==> src/rtl/spi_controller.sv <==
// Host-side SPI initiator: shifts an address byte then cmd_len data bytes on pico, optionally
// captures poci readback, and closes each frame with an IDLE_GAP-cycle sclk-low window.
// Optional readback path enabled by defining SPI_READBACK_EN.
module spi_controller #(
    parameter int CLK_DIV   = 4,
    parameter int IDLE_GAP  = 32,
    parameter bit LSB_FIRST = 1'b1
) (
    input  logic       iclk,
    input  logic       rstn,
    input  logic       cmd_valid,
    output logic       cmd_ready,
    input  logic [7:0] cmd_addr,
    input  logic [5:0] cmd_len,
    input  logic       tx_valid,
    output logic       tx_ready,
    input  logic [7:0] tx_data,
    output logic       rx_valid,
    output logic [7:0] rx_data,
    output logic       underrun,
    output logic       busy,
    output logic       sclk,
    output logic       pico,
    input  logic       poci
);

    localparam int DIV_W     = (CLK_DIV > 1) ? $clog2(CLK_DIV) : 1;
    localparam int GAP_W     = $clog2(IDLE_GAP + 1);
    localparam int STALL_LIM = (IDLE_GAP / 2 > 0) ? IDLE_GAP / 2 : 1;

    localparam logic [DIV_W-1:0] DIV_LAST   = DIV_W'(CLK_DIV - 1);
    localparam logic [GAP_W-1:0] GAP_LAST   = GAP_W'(IDLE_GAP - 1);
    localparam logic [GAP_W-1:0] STALL_LAST = GAP_W'(STALL_LIM - 1);

    typedef enum logic [2:0] {
        ST_IDLE,
        ST_SHIFT_ADDR,
        ST_LOAD,
        ST_SHIFT_DATA,
        ST_GAP
    } state_t;

    state_t           state_q, state_d;
    logic [DIV_W-1:0] div_cnt;
    logic [2:0]       bit_cnt;
    logic [5:0]       byte_cnt;
    logic [5:0]       len_q;
    logic [GAP_W-1:0] wait_cnt;
    logic [7:0]       tx_shreg;

    logic shifting;
    logic div_last;
    logic bit_done;
    logic byte_done;
    logic stall_expire;

    // Bit of a byte that goes out in position idx of the serial order.
    function automatic logic pick_bit(input logic [7:0] b, input logic [2:0] idx);
        return LSB_FIRST ? b[idx] : b[3'd7 - idx];
    endfunction

    // NOTE: every signal written here gets a default first so no latch is inferred.
    always_comb begin
        state_d      = state_q;
        cmd_ready    = 1'b0;
        tx_ready     = 1'b0;
        busy         = 1'b1;
        shifting     = (state_q == ST_SHIFT_ADDR) || (state_q == ST_SHIFT_DATA);
        div_last     = (div_cnt == DIV_LAST);
        bit_done     = shifting && sclk && div_last;
        byte_done    = bit_done && (bit_cnt == 3'd7);
        stall_expire = (state_q == ST_LOAD) && !tx_valid && (wait_cnt == STALL_LAST);

        case (state_q)
            ST_IDLE: begin
                cmd_ready = 1'b1;
                busy      = 1'b0;
                if (cmd_valid) state_d = ST_SHIFT_ADDR;
            end
            ST_SHIFT_ADDR: begin
                if (byte_done) state_d = (len_q == 6'd0) ? ST_GAP : ST_LOAD;
            end
            ST_LOAD: begin
                tx_ready = 1'b1;
                if (tx_valid)          state_d = ST_SHIFT_DATA;
                else if (stall_expire) state_d = ST_GAP;
            end
            ST_SHIFT_DATA: begin
                if (byte_done) state_d = (byte_cnt == len_q) ? ST_GAP : ST_LOAD;
            end
            ST_GAP: begin
                if (wait_cnt == GAP_LAST) state_d = ST_IDLE;
            end
            default: state_d = ST_IDLE;
        endcase
    end

    // NOTE: sequential state uses non-blocking assignments so all registers update together.
    always_ff @(posedge iclk or negedge rstn) begin
        if (!rstn) state_q <= ST_IDLE;
        else       state_q <= state_d;
    end

    always_ff @(posedge iclk or negedge rstn) begin
        if (!rstn) begin
            sclk     <= 1'b0;
            pico     <= 1'b0;
            underrun <= 1'b0;
            div_cnt  <= '0;
            bit_cnt  <= '0;
            byte_cnt <= '0;
            len_q    <= '0;
            wait_cnt <= '0;
            tx_shreg <= '0;
        end else begin
            underrun <= stall_expire;

            // wait_cnt times both the LOAD stall and the GAP window; it restarts on every state change.
            if (state_d != state_q)
                wait_cnt <= '0;
            else if ((state_q == ST_LOAD) || (state_q == ST_GAP))
                wait_cnt <= wait_cnt + GAP_W'(1);

            case (state_q)
                ST_IDLE: begin
                    sclk <= 1'b0;
                    if (cmd_valid) begin
                        len_q    <= cmd_len;
                        tx_shreg <= cmd_addr;
                        pico     <= pick_bit(cmd_addr, 3'd0);
                        div_cnt  <= '0;
                        bit_cnt  <= '0;
                        byte_cnt <= '0;
                    end
                end
                ST_SHIFT_ADDR, ST_SHIFT_DATA: begin
                    if (div_last) begin
                        div_cnt <= '0;
                        if (!sclk) begin
                            sclk <= 1'b1;
                        end else begin
                            sclk <= 1'b0;
                            if (bit_cnt == 3'd7) begin
                                bit_cnt <= '0;
                                if (state_d == ST_GAP) pico <= 1'b0;
                            end else begin
                                bit_cnt <= bit_cnt + 3'd1;
                                pico    <= pick_bit(tx_shreg, bit_cnt + 3'd1);
                            end
                        end
                    end else begin
                        div_cnt <= div_cnt + DIV_W'(1);
                    end
                end
                ST_LOAD: begin
                    sclk <= 1'b0;
                    if (tx_valid) begin
                        tx_shreg <= tx_data;
                        pico     <= pick_bit(tx_data, 3'd0);
                        byte_cnt <= byte_cnt + 6'd1;
                        div_cnt  <= '0;
                        bit_cnt  <= '0;
                    end else if (stall_expire) begin
                        pico <= 1'b0;
                    end
                end
                ST_GAP: begin
                    sclk <= 1'b0;
                    pico <= 1'b0;
                end
                default: begin
                    sclk <= 1'b0;
                    pico <= 1'b0;
                end
            endcase
        end
    end

`ifdef SPI_READBACK_EN
    logic [7:0] rx_shreg;
    logic [7:0] rx_next;

    // poci is sampled on the edge that ends the high phase, same edge that drops sclk.
    always_comb begin
        rx_next = LSB_FIRST ? {poci, rx_shreg[7:1]} : {rx_shreg[6:0], poci};
    end

    always_ff @(posedge iclk or negedge rstn) begin
        if (!rstn) begin
            rx_shreg <= '0;
            rx_valid <= 1'b0;
            rx_data  <= '0;
        end else begin
            rx_valid <= 1'b0;
            if (bit_done) rx_shreg <= rx_next;
            if (byte_done && (state_q == ST_SHIFT_DATA)) begin
                rx_valid <= 1'b1;
                rx_data  <= rx_next;
            end
        end
    end
`else
    logic unused_poci;

    assign unused_poci = poci;
    assign rx_valid    = 1'b0;
    assign rx_data     = 8'h00;
`endif

endmodule

==> config.mk <==
export PLATFORM = sky130hd
export DESIGN_NAME = spi_controller
export DESIGN_NICKNAME = d
export VERILOG_FILES = /design/src/rtl/spi_controller.sv
export SDC_FILE = /design/constraint.sdc
export NUM_CORES = 1
export LEC_CHECK = 0
export ABC_AREA = 0
export CAP_MARGIN = 20
export CORE_MARGIN = 2
export CORE_UTILIZATION = 25
export CTS_BUF_LIST = sky130_fd_sc_hd__clkbuf_8 sky130_fd_sc_hd__clkbuf_16
export DETAILED_ROUTE_END_ITERATION = 16
export GPL_TIMING_DRIVEN = 1
export PLACE_DENSITY = 0.46
export SETUP_SLACK_MARGIN = 0.5
export SLEW_MARGIN = 20
export SYNTH_ARGS = -nofsm -noshare
export SYNTH_HDL_FRONTEND = slang
export SYNTH_SLANG_ARGS = --single-unit
export TNS_END_PERCENT = 1
==> constraint.sdc <==
create_clock -name iclk -period 2.3 [get_ports iclk]
set_input_delay 0.46 -clock iclk [delete_from_list [all_inputs] [get_ports iclk]]
set_output_delay 0.46 -clock iclk [all_outputs]
set_load 0.01 [all_outputs]
=== After elaboration in Yosys (flattened, before gate mapping) ===
Index checks and enable logic that the tools add are counted.
Widths: inputs -> output; s select.

* Register bits after elaboration: 37
* Bits of input ports: 27
* Output and inout bits: 15
* Word-level logic and storage cells: 94

* Add/subtract/negate cells: 4
* Order comparisons: 1
* Eq/ne operators: 17
* Muxes and demuxes: 43
* Reduce and logical (&&, ||, !) cells: 19

{| class="wikitable"
|+ Operators with widths
! cell !! number
|-
| $mux 3 || 13
|-
| $mux 6 || 4
|-
| $mux 8 || 2
|-
| $pmux 8 s2 || 1
|-
| $pmux 3 s5 || 1
|-
| $mux 1 || 14
|-
| $add 6x1->6 const B || 2
|-
| $pmux 6 s2 || 1
|-
| $reduce_and 5->1 || 2
|-
| $eq 3x3->1 const B || 3
|-
| $pmux 3 s3 || 1
|-
| $ne 2x2->1 const B || 4
|-
| $eq 3x2->1 const B || 2
|-
| $eq 6x4->1 const B || 1
|-
| $eq 6x5->1 const B || 1
|-
| $eq 6x6->1 || 1
|-
| $logic_not 6->1 || 1
|-
| $mux 2 || 3
|-
| $ne 3x3->1 const B || 2
|-
| $pmux 2 s3 || 1
|-
| $reduce_and 3->1 || 2
|-
| $logic_and 1x1->1 || 5
|-
| $lt 3x4->1 const B || 1
|-
| $reduce_bool 2->1 || 2
|-
| 13 further kinds || 14
|}

=== Logic depth before layout (Yosys ltp) ===
Gate-level depths: netlist of run 1.

* Depth in word-level cells: 13
* Mapped depth: 6
* Mapped depth without buffers: 6

=== Worst setup path before layout of run 1 ===
Ideal clock, no wire load.

* Kind: reg-to-reg
* Start: reg state_q[0]
* End: reg len_q[0]
* Library setup time: 0.128 ns
* Arrival: 1.582 ns
* Data required time: 2.172 ns
* Slack: 0.591 ns
* Cell stages (with the launch flop): 7
* Buffers on the path: 2
* Clock period less this slack: 1.709 ns
* Path through: dfrtp_1 > buf_6 > or3_1 > inv_2 > and2_1 > buf_4 > mux2_1

* Word-level cells in the longest chain between the ends: 2

{| class="wikitable"
|+ Ends and longest elaborated chain
! item !! line !! RTL
|-
| start: declaration || 43 || <nowiki>state_t state_q, state_d;</nowiki>
|-
| start signal: assignment || 101 || <nowiki>else state_q <= state_d;</nowiki>
|-
| $logic_not 3->1 || 124 || <nowiki>case (state_q)</nowiki>
|-
| $reduce_and 2->1 (no line) || - ||
|-
| end signal: assignment || 128 || <nowiki>len_q <= cmd_len;</nowiki>
|-
| end: declaration || 47 || <nowiki>logic [5:0] len_q;</nowiki>
|}

No other way between the ends.
A chain may end at the register's enable or synchronous reset.

=== Final worst setup path of run 1 ===
* Start: reg state_q[0]
* End: out busy

* Word-level cells in the longest chain between the ends: 2

{| class="wikitable"
|+ Ends and longest elaborated chain
! item !! line !! RTL
|-
| $logic_not 3->1 || 74 || <nowiki>case (state_q)</nowiki>
|-
| $mux 1 || 74 ||
|-
| end: declaration || 21 || <nowiki>output logic busy,</nowiki>
|}

No other way between the ends.

==> impl_metrics.csv, run 1 <==
group,metric,value,unit
clock_network,cts_tree,"yes",
cells_and_area,seq_area,928,um2
clock_network,worstSkewPairLatency,290,ps
setup_path,worstPathMaxFanout,3,
clock_network,path_clk_slew,80,ps
cells_and_area,n_antenna_cell,0,
clock_network,clk_path_buf_depth,2,
power,irDropWorstVdd,0.000234,V
global_routing,grt-ovfl-total,0,
yosys,synth_ff_type,"dfrtp_1",
cells_and_area,fill_cells,853,
drt,via_per_inst,4.58,
die,rows,33,
cells_and_area,final_area,2660,um2
yosys,muxShareOfSynthArea,10.5,%
power,total_power,1.89,mW
setup_path,startpoint_type,"register",
place,preCtsSetupSlack,132,ps
die,start_util,25.9,%
drt,first_pass_iters,4,
setup_path,arrival,1320,ps
power,power.leakage,1.08,nW
drt,routed_wl,4710,um
global_routing,grt_pass1_wl,8000,um
power,power_density,711,nW/um2
timing,slew_headroom,64.1,%
clock_network,cts-root-buf,"clkbuf_8",
yosys,ys_ff_latch,37,
place,hpwlAfterDp,3620,um
timing,finalCriticalPeriod,1780,ps
drt,wire_per_inst,13.6,um
die,dieArea,9260,um2
timing,finalCritPeriodShare,77.3,%
global_routing,grtUsageMet3,2.58,%
yosys,synth_top_family_by_area,"simple AND/OR/NAND/NOR gates",
drt,drt_iter0_markers,82,
drt,route.detailed.drc,0,
timing,fmax,562,MHz
die,die_h,96.2,um
global_routing,grt_max_degree,19,
cells_and_area,syn2layout_area_growth,24.9,%
yosys,seq_area_frac_synth,43.6,%
setup_path,critPathRequiredTime,1840,ps
global_routing,busiest_layer,"met2",
yosys,ys_types,54,
yosys,syn_avg_cell_area,10.6,um2
cells_and_area,drive_above_1_share,16.2,%
yosys,netlist.area_leader.share,43.6,%
yosys,yosys.area_share.simple,17.9,%
global_routing,grt_use_total,11.5,%
die,coreArea,8220,um2
yosys,yosys-top-cells-count,"37 x dfrtp_1, 20 x nand2_1, 15 x xnor2_1",
yosys,synth_edf_count,0,
timing,whs,44.2,ps
clock_network,cts_hold_repair.buffers,0,
timing,timing.setup.tns,0,ps
timing,skew,5.62,ps
place,gp_congestion,0.859,
global_routing,grt_pass1_vias,1607,
run,cap_violations,0,
cells_and_area,nNetsFinal,272,
clock_network,cts_made_buffers,5,
global_routing,use_met1,15.5,%
timing,setup_viol,0,
place,placed_area,2540,um2
timing,final.setup.worst_slack,521,ps
yosys,netlist_area,2130,um2
timing,hold_viol,0,
yosys,synth_area_leaders,"dfrtp_1 44%, xnor2_1 6.2%, mux2i_1 4.7%",
drt,vias,1586,
yosys,synth.most_common_cell,"dfrtp_1",
timing,rsz0062_at_grt,"true",
hold_path,hold_path.class,"in -> async",
yosys,yosys_warnings,0,
yosys,synth_fa_ha_area_share,2.94,%
global_routing,antenna_found_initial,0,
place,io_buffers,31,
cells_and_area,multi_input_area,1120,um2
die,die_w,96.2,um
global_routing,grt.met2_usage,18.1,%
yosys,syn_inst,201,
yosys,synth_xor_area_share,7.00,%
drt,postRouteAntennaNets,0,
yosys,yosysTopAreaCell,"dfrtp_1",
clock_network,cts.htree.levels,2,
timing,worst_pin_slew,534,ps
setup_path,rrSetupSlack,560,ps
setup_path,criticalPathCategory,"reg -> out",
clock_network,cts.sinks,37,
yosys,synth_compound_area_share,11.4,%
yosys,async_reset_ff_share,100,%
setup_path,crit_path_end_kind,"primary output",
timing,drv_slew,0,
die,io_pins,42,
outcome,outcome,"finished clean",
registers in the layout, indices dropped and copies added, names as in the netlist:
signal	flops
state_q	3
pico	1
div_cnt	2
byte_cnt	6
len_q	6
sclk	1
bit_cnt	3
underrun	1
tx_shreg	8
wait_cnt	6
layout by cell type (no fill, tap or decap), drive strengths merged, types with 3 or more instances in the layout:
cell and instances:
o31ai 3, o21ai 10, ha 5, nor3 7
nand4 3, conb 9, nor4 5, nand3 4
nor2 13, buf 13, mux2i 10, nand2 20
inv 4, mux2 9, a22o 3, clkdlybuf4s50 26
xnor2 15, dfrtp 37, clkbuf 5
cells by family (layout without fill, tap and decap cells):
| logic type | after synthesis | in the layout |
|---|---|---|
| XOR/XNOR | 17 | 17 |
| AND/OR/NAND/NOR | 68 | 68 |
| adder cells (fa/ha/maj) | 5 | 5 |
| other | 1 | 9 |
| flip-flops | 37 | 37 |
| multiplexers | 20 | 20 |
| buffers and inverters | 21 | 53 |
| AO/OA/AOI/OAI | 32 | 32 |
final cells by class:
type | instances | share of cell area, %
Multi-Input combinational cell | 151 | 42.2
Inverter | 4 | 0.566
Clock inverter | 3 | 0.660
Sequential cell | 37 | 35.0
Clock buffer | 5 | 2.59
Tap cell | 105 | 4.95
Timing Repair Buffer | 41 | 14.0
worst paths after layout:
check | cells after the start | end | from
worst min-delay path | 1 | wait_cnt[2] | rstn
min in group iclk | 2 | tx_shreg[4] | tx_shreg[4]
worst max-delay path | 2 | busy | state_q[0]
max in group asynchronous | 2 | state_q[1] | rstn
worst max register to register | 5 | pico | bit_cnt[0]
worst min register to register | 2 | tx_shreg[4] | tx_shreg[4]
critical path: stages (launching register included):
cell and delay [ps]:
dfrtp_1 410, or3_4 390, clkdlybuf4s15_1 240
report_power, final:
part | switching (mW) | internal [mW] | total [mW] | leakage, nW
sequential | 0.122 | 0.794 | 0.916 | 0.475
clock | 0.243 | 0.209 | 0.452 | 0.0439
combinational | 0.227 | 0.291 | 0.518 | 0.558
total | 0.592 | 1.29 | 1.89 | 1.08
repair_timing:
item                       4_1_cts  5_1_grt
setup endpoints to repair       15       17
cloned                           0        0
hold endpoints to repair         0        0
setup buffers                    1        0
resized for setup               14        6
pin swaps                        1        0
metal layers:
layer	part of all wire [%]	wire [um]
met5	0	0
met3	3.5	167
met2	46	2190
met4	1.2	56
met1	49	2300
per-stage QoR:
stage	instances	util [%]
floorplan	209	-
global placement	337	30.9
detailed placement	337	30.9
CTS	346	32.2
global route	346	32.3
finish	346	32.3
(Power assumes the default switching activity.)
==> run 2: changes to the inputs <==
Clock period 2.3 ns to 1.7 ns, I/O delays scaled along.
==> run 2 against run 1 <==
Compared with the run above:
- clock power up 42%
- hold slack better by 32 ps
- critical path depth grew 3
- die area unchanged
- utilization increased by 4.2 points
- final area grew 13%
- worst setup slack worse by 480 ps
- via count is 5.1% higher
- critical endpoint is now wait_cnt[1]
==> impl_metrics.csv, run 2 (same netlist as run 1, synthesis figures left out) <==
group,metric,value,unit
outcome,outcome,"finished clean",
cells_and_area,largest_register_ffs,8,
power,comb_power_share,31.7,%
die,start_util,25.9,%
power,irDropWorstVdd,0.000326,V
cells_and_area,final_common_cell,"dfrtp_1",
clock_network,path_clk_slew,80,ps
power,total_power,2.76,mW
cells_and_area,syn2layout_area_growth,41.1,%
clock_network,cts.sinks,37,
global_routing,grt_pass1_vias,1702,
die,dieArea,9260,um2
cells_and_area,largest-register,"tx_shreg",
timing,finalCriticalPeriod,1660,ps
place,gp_congestion,0.772,
drt,wire_per_inst,13.2,um
cells_and_area,final_core_util,36.5,%
setup_path,cpPeakStageDelay,510,ps
global_routing,grt_max_degree,38,
clock_network,cts.htree.levels,2,
timing,setup_viol,0,
clock_network,cts_hold_repair.buffers,0,
drt,via_per_inst,4.53,
drt,postRouteAntennaNets,0,
clock_network,cts_tree,"yes",
clock_network,worstSkewPairLatency,300,ps
drt,route.detailed.drc,0,
run,cap_violations,0,
power,power.leakage,1.28,nW
clock_network,clk_path_buf_depth,2,
cells_and_area,nNetsFinal,295,
setup_path,arrival,1830,ps
power,p_sw_share,30.8,%
hold_path,hold_path.class,"in -> async",
cells_and_area,n_antenna_cell,0,
setup_path,worstPathMaxFanout,5,
cells_and_area,drive_above_1_share,31.2,%
global_routing,antenna_found_initial,0,
timing,hold_viol,0,
cells_and_area,fill_cells,826,
power,power_density,918,nW/um2
global_routing,grt_pass1_wl,8130,um
setup_path,path_cells,"buf_6, nor4b_4, or4b_4, o31ai_4, nor3_1",
place,io_buffers,31,
setup_path,startpoint_type,"register",
timing,worst_pin_slew,605,ps
power,clkPwrFrac,23.3,%
cells_and_area,final_cells,368,
setup_path,critPathRequiredTime,1870,ps
power,power.internal,1.91,mW
global_routing,grt-ovfl-total,0,
timing,fmax,602,MHz
die,die_w,96.2,um
die,die_h,96.2,um
timing,slew_headroom,59.1,%
power,p_seq_share,45.0,%
die,rows,33,
setup_path,slowest_stage,"or4b_4",
die,io_pins,42,
timing,skew,11.0,ps
power,switchingPower,848,uW
setup_path,crit_path_end_kind,"register",
clock_network,cts-root-buf,"clkbuf_8",
drt,routed_wl,4870,um
cells_and_area,layout_common_cells,"35 x dfrtp_1, 24 x buf_4, 23 x clkdlybuf4s50_1, 18 x nand2_1, 15 x xnor2_1",
die,coreArea,8220,um2
timing,finalCritPeriodShare,97.7,%
place,dp_cells,360,
setup_path,criticalPathCategory,"reg -> reg",
drt,vias,1667,
drt,drt_iter0_markers,29,
clock_network,cts_made_buffers,5,
timing,rsz0062_at_grt,"true",
timing,drv_slew,0,
global_routing,grt_use_total,11.6,%
drt,first_pass_iters,6,
place,hpwlAfterDp,3670,um
run 2: layer usage:
layer,GRT usage (%),wire length (um)
met2,18.2,2130
met4,5.00,91
met3,2.51,202
met5,0,0
met1,15.3,2450
run 2: worst max-delay path: cells and delay by family (launching register included):
| family | cells | cell delay, ps |
|---|---|---|
| AND/OR/NAND/NOR | 3 | 840 |
| AO/OA/AOI/OAI | 1 | 110 |
| buffers and inverters | 1 | 140 |
| flip-flops | 1 | 450 |
run 2: area by class of cell:
type	instances	area, um2	share of cell area (%)
timing repair buffer	64	594	19.8
inverter	4	17.5	0.584
multi-input combinational	151	1240	41.4
clock buffer	6	82.6	2.75
tap	105	131	4.38
clock inverter	1	3.75	0.125
sequential	37	928	30.9
run 2: metrics by stage:
stage          area, um2  TNS [ps]  hold slack [ps]  worst slack (ps)
3_3_place_gp        2770     -2590              427              -217
4_1_cts             2870         0              116              30.7
2_1_floorplan       2210         0             44.4               106
3_5_place_dp        2770     -2330              428              -222
5_1_grt             3000      -139              139             -40.1
6_report            3000         0             76.4              38.5
run 2: final timing paths:
kind / start / end / slack (ps) / cells after the start
max: state_q[0] / wait_cnt[1] / 40 / 5
min: rstn / byte_cnt[3] / 80 / 2
max reg2reg: state_q[0] / wait_cnt[1] / 40 / 5
min reg2reg: tx_shreg[3] / tx_shreg[3] / 490 / 2
max in group asynchronous: rstn / sclk / 1230 / 2
min in group iclk: tx_shreg[3] / tx_shreg[3] / 490 / 2
run 2: timing repair:
item                                    in CTS  in global routing
pin swaps                                    8                  6
endpoints found under the setup margin      42                 43
buffers inserted                             0                  1
gates resized for setup                     19                 36
run 2: power by group through the flow:
stage          clock [mW]  combinational [mW]  sequential, mW
6_report            0.643               0.873            1.24
2_1_floorplan           0               0.560            1.22
5_1_grt             0.689               0.972            1.27
3_5_place_dp            0               0.854            1.25
4_1_cts             0.655               0.857            1.24
3_3_place_gp            0               0.839            1.25
==> run 3: changes to the inputs <==
Settings changed: SKIP_LAST_GASP from default to 1.
==> run 3 against run 2 <==
Compared with the run above:
- via count is 0.54% lower
- sequential power hardly changed
- fmax is 0.20% lower
- register-to-register slack hardly changed
==> impl_metrics.csv, run 3 (same netlist as run 1, synthesis figures left out) <==
group,metric,value,unit
clock_network,worstSkewPairLatency,300,ps
drt,via_per_inst,4.51,
place,hpwlAfterDp,3670,um
timing,finalCritPeriodShare,97.9,%
setup_path,arrival,1830,ps
setup_path,r2r-start,"state_q[0]",
clock_network,cts.sinks,37,
global_routing,grt-ovfl-total,0,
timing,drv_slew,0,
global_routing,grt_pass1_vias,1702,
drt,drt_iter0_markers,42,
timing,worst_pin_slew,591,ps
die,rows,33,
die,io_pins,42,
timing,slew_headroom,60.1,%
setup_path,startpoint_type,"register",
setup_path,cp-startpoint,"state_q[0]",
place,gp_congestion,0.772,
run,cap_violations,0,
setup_path,critPathRequiredTime,1870,ps
hold_path,hold_path.class,"in -> async",
power,total_power,2.73,mW
timing,rsz0062_at_grt,"true",
clock_network,path_clk_slew,80,ps
clock_network,clk_path_buf_depth,2,
timing,skew,9.97,ps
setup_path,rrSetupSlack,40,ps
power,irDropWorstVdd,0.000323,V
timing,finalCriticalPeriod,1660,ps
setup_path,worstPathMaxFanout,5,
die,die_h,96.2,um
setup_path,criticalPathCategory,"reg -> reg",
cells_and_area,largest_register_ffs,8,
setup_path,r2r_cells,5,
clock_network,cts_made_buffers,5,
power,power_density,943,nW/um2
clock_network,cts-root-buf,"clkbuf_8",
place,io_buffers,31,
die,dieArea,9260,um2
timing,fmax,601,MHz
setup_path,crit_path_end_kind,"register",
die,die_w,96.2,um
global_routing,grt_max_degree,38,
clock_network,cts.htree.levels,2,
timing,setup_viol,0,
cells_and_area,final_core_util,35.2,%
clock_network,cts_tree,"yes",
drt,wire_per_inst,13.1,um
drt,routed_wl,4800,um
cells_and_area,nNetsFinal,295,
setup_path,worstReg2RegEnd,"wait_cnt[4]",
cells_and_area,final_common_cell,"dfrtp_1",
global_routing,grt_use_total,11.6,%
cells_and_area,layout_common_cells,"36 x dfrtp_1, 30 x buf_4, 27 x clkdlybuf4s50_1, 19 x nand2_1, 15 x xnor2_1",
global_routing,grt_pass1_wl,8130,um
outcome,outcome,"finished clean",
power,power.leakage,1.21,nW
drt,postRouteAntennaNets,0,
drt,vias,1658,
die,start_util,25.9,%
drt,first_pass_iters,4,
cells_and_area,largest-register,"tx_shreg",
cells_and_area,drive_above_1_share,26.6,%
timing,whs,78.3,ps
drt,route.detailed.drc,0,
global_routing,antenna_found_initial,0,
cells_and_area,syn2layout_area_growth,36.2,%
clock_network,cts_hold_repair.buffers,0,
cells_and_area,n_antenna_cell,0,
die,coreArea,8220,um2
timing,hold_viol,0,
## run 3: what timing repair did
| item | in CTS | in global routing |
|---|---|---|
| setup buffers | 0 | 1 |
| pin swaps | 8 | 1 |
| resized for setup | 19 | 3 |
| endpoints found under the setup margin | 42 | 43 |
| endpoints found under the hold margin | 0 | 0 |
## run 3: power breakdown
group | switching, mW | internal (mW)
registers | 0.163 | 1.07
clock network | 0.326 | 0.316
logic | 0.342 | 0.509
## run 3: critical path, stage by stage, from the launching register on
cell and delay (ps):
dfrtp_2 450, buf_6 140, nor4b_4 250, or4b_4 520, o31ai_4 110, nor4_1 80
## run 3: per-layer routing
| metal | wire length (um) | share of wire (%) | up-vias | GRT usage (%) |
|---|---|---|---|---|
| met3 | 196 | 4.1 | 8 | 2.51 |
| met1 | 2390 | 50 | 782 | 15.3 |
| met4 | 90 | 1.9 | 0 | 5.00 |
| met2 | 2120 | 44 | 39 | 18.2 |
| met5 | 0 | 0 | - | 0 |
| li1 | - | - | 829 | - |
## run 3: area by class of cell
class | count | area [um2]
fill | 840 | 5320
multi-input combinational | 151 | 1170
sequential | 37 | 927
timing repair buffer | 64 | 558
tap | 105 | 131
clock buffer | 6 | 82.6
inverter | 4 | 17.5
clock inverter | 1 | 3.75
## run 3: worst max-delay path by stage
stage	to	slack [ps]	cells past startpoint
floorplan	len_q[0]	110	6
global placement	wait_cnt[0]	-220	5
detailed placement	wait_cnt[0]	-220	5
CTS	wait_cnt[1]	30	5
global route	wait_cnt[1]	-50	6
finish	wait_cnt[4]	40	5
## run 3: metrics by stage
step	cell area, um2	std cells	worst slack, ps	TNS [ps]
after global routing	2900	368	-46.3	-289
after global placement	2770	360	-217	-2590
after floorplan	2210	209	106	0
after detailed placement	2770	360	-222	-2330
after CTS	2870	367	30.7	0
final	2900	368	35.1	0
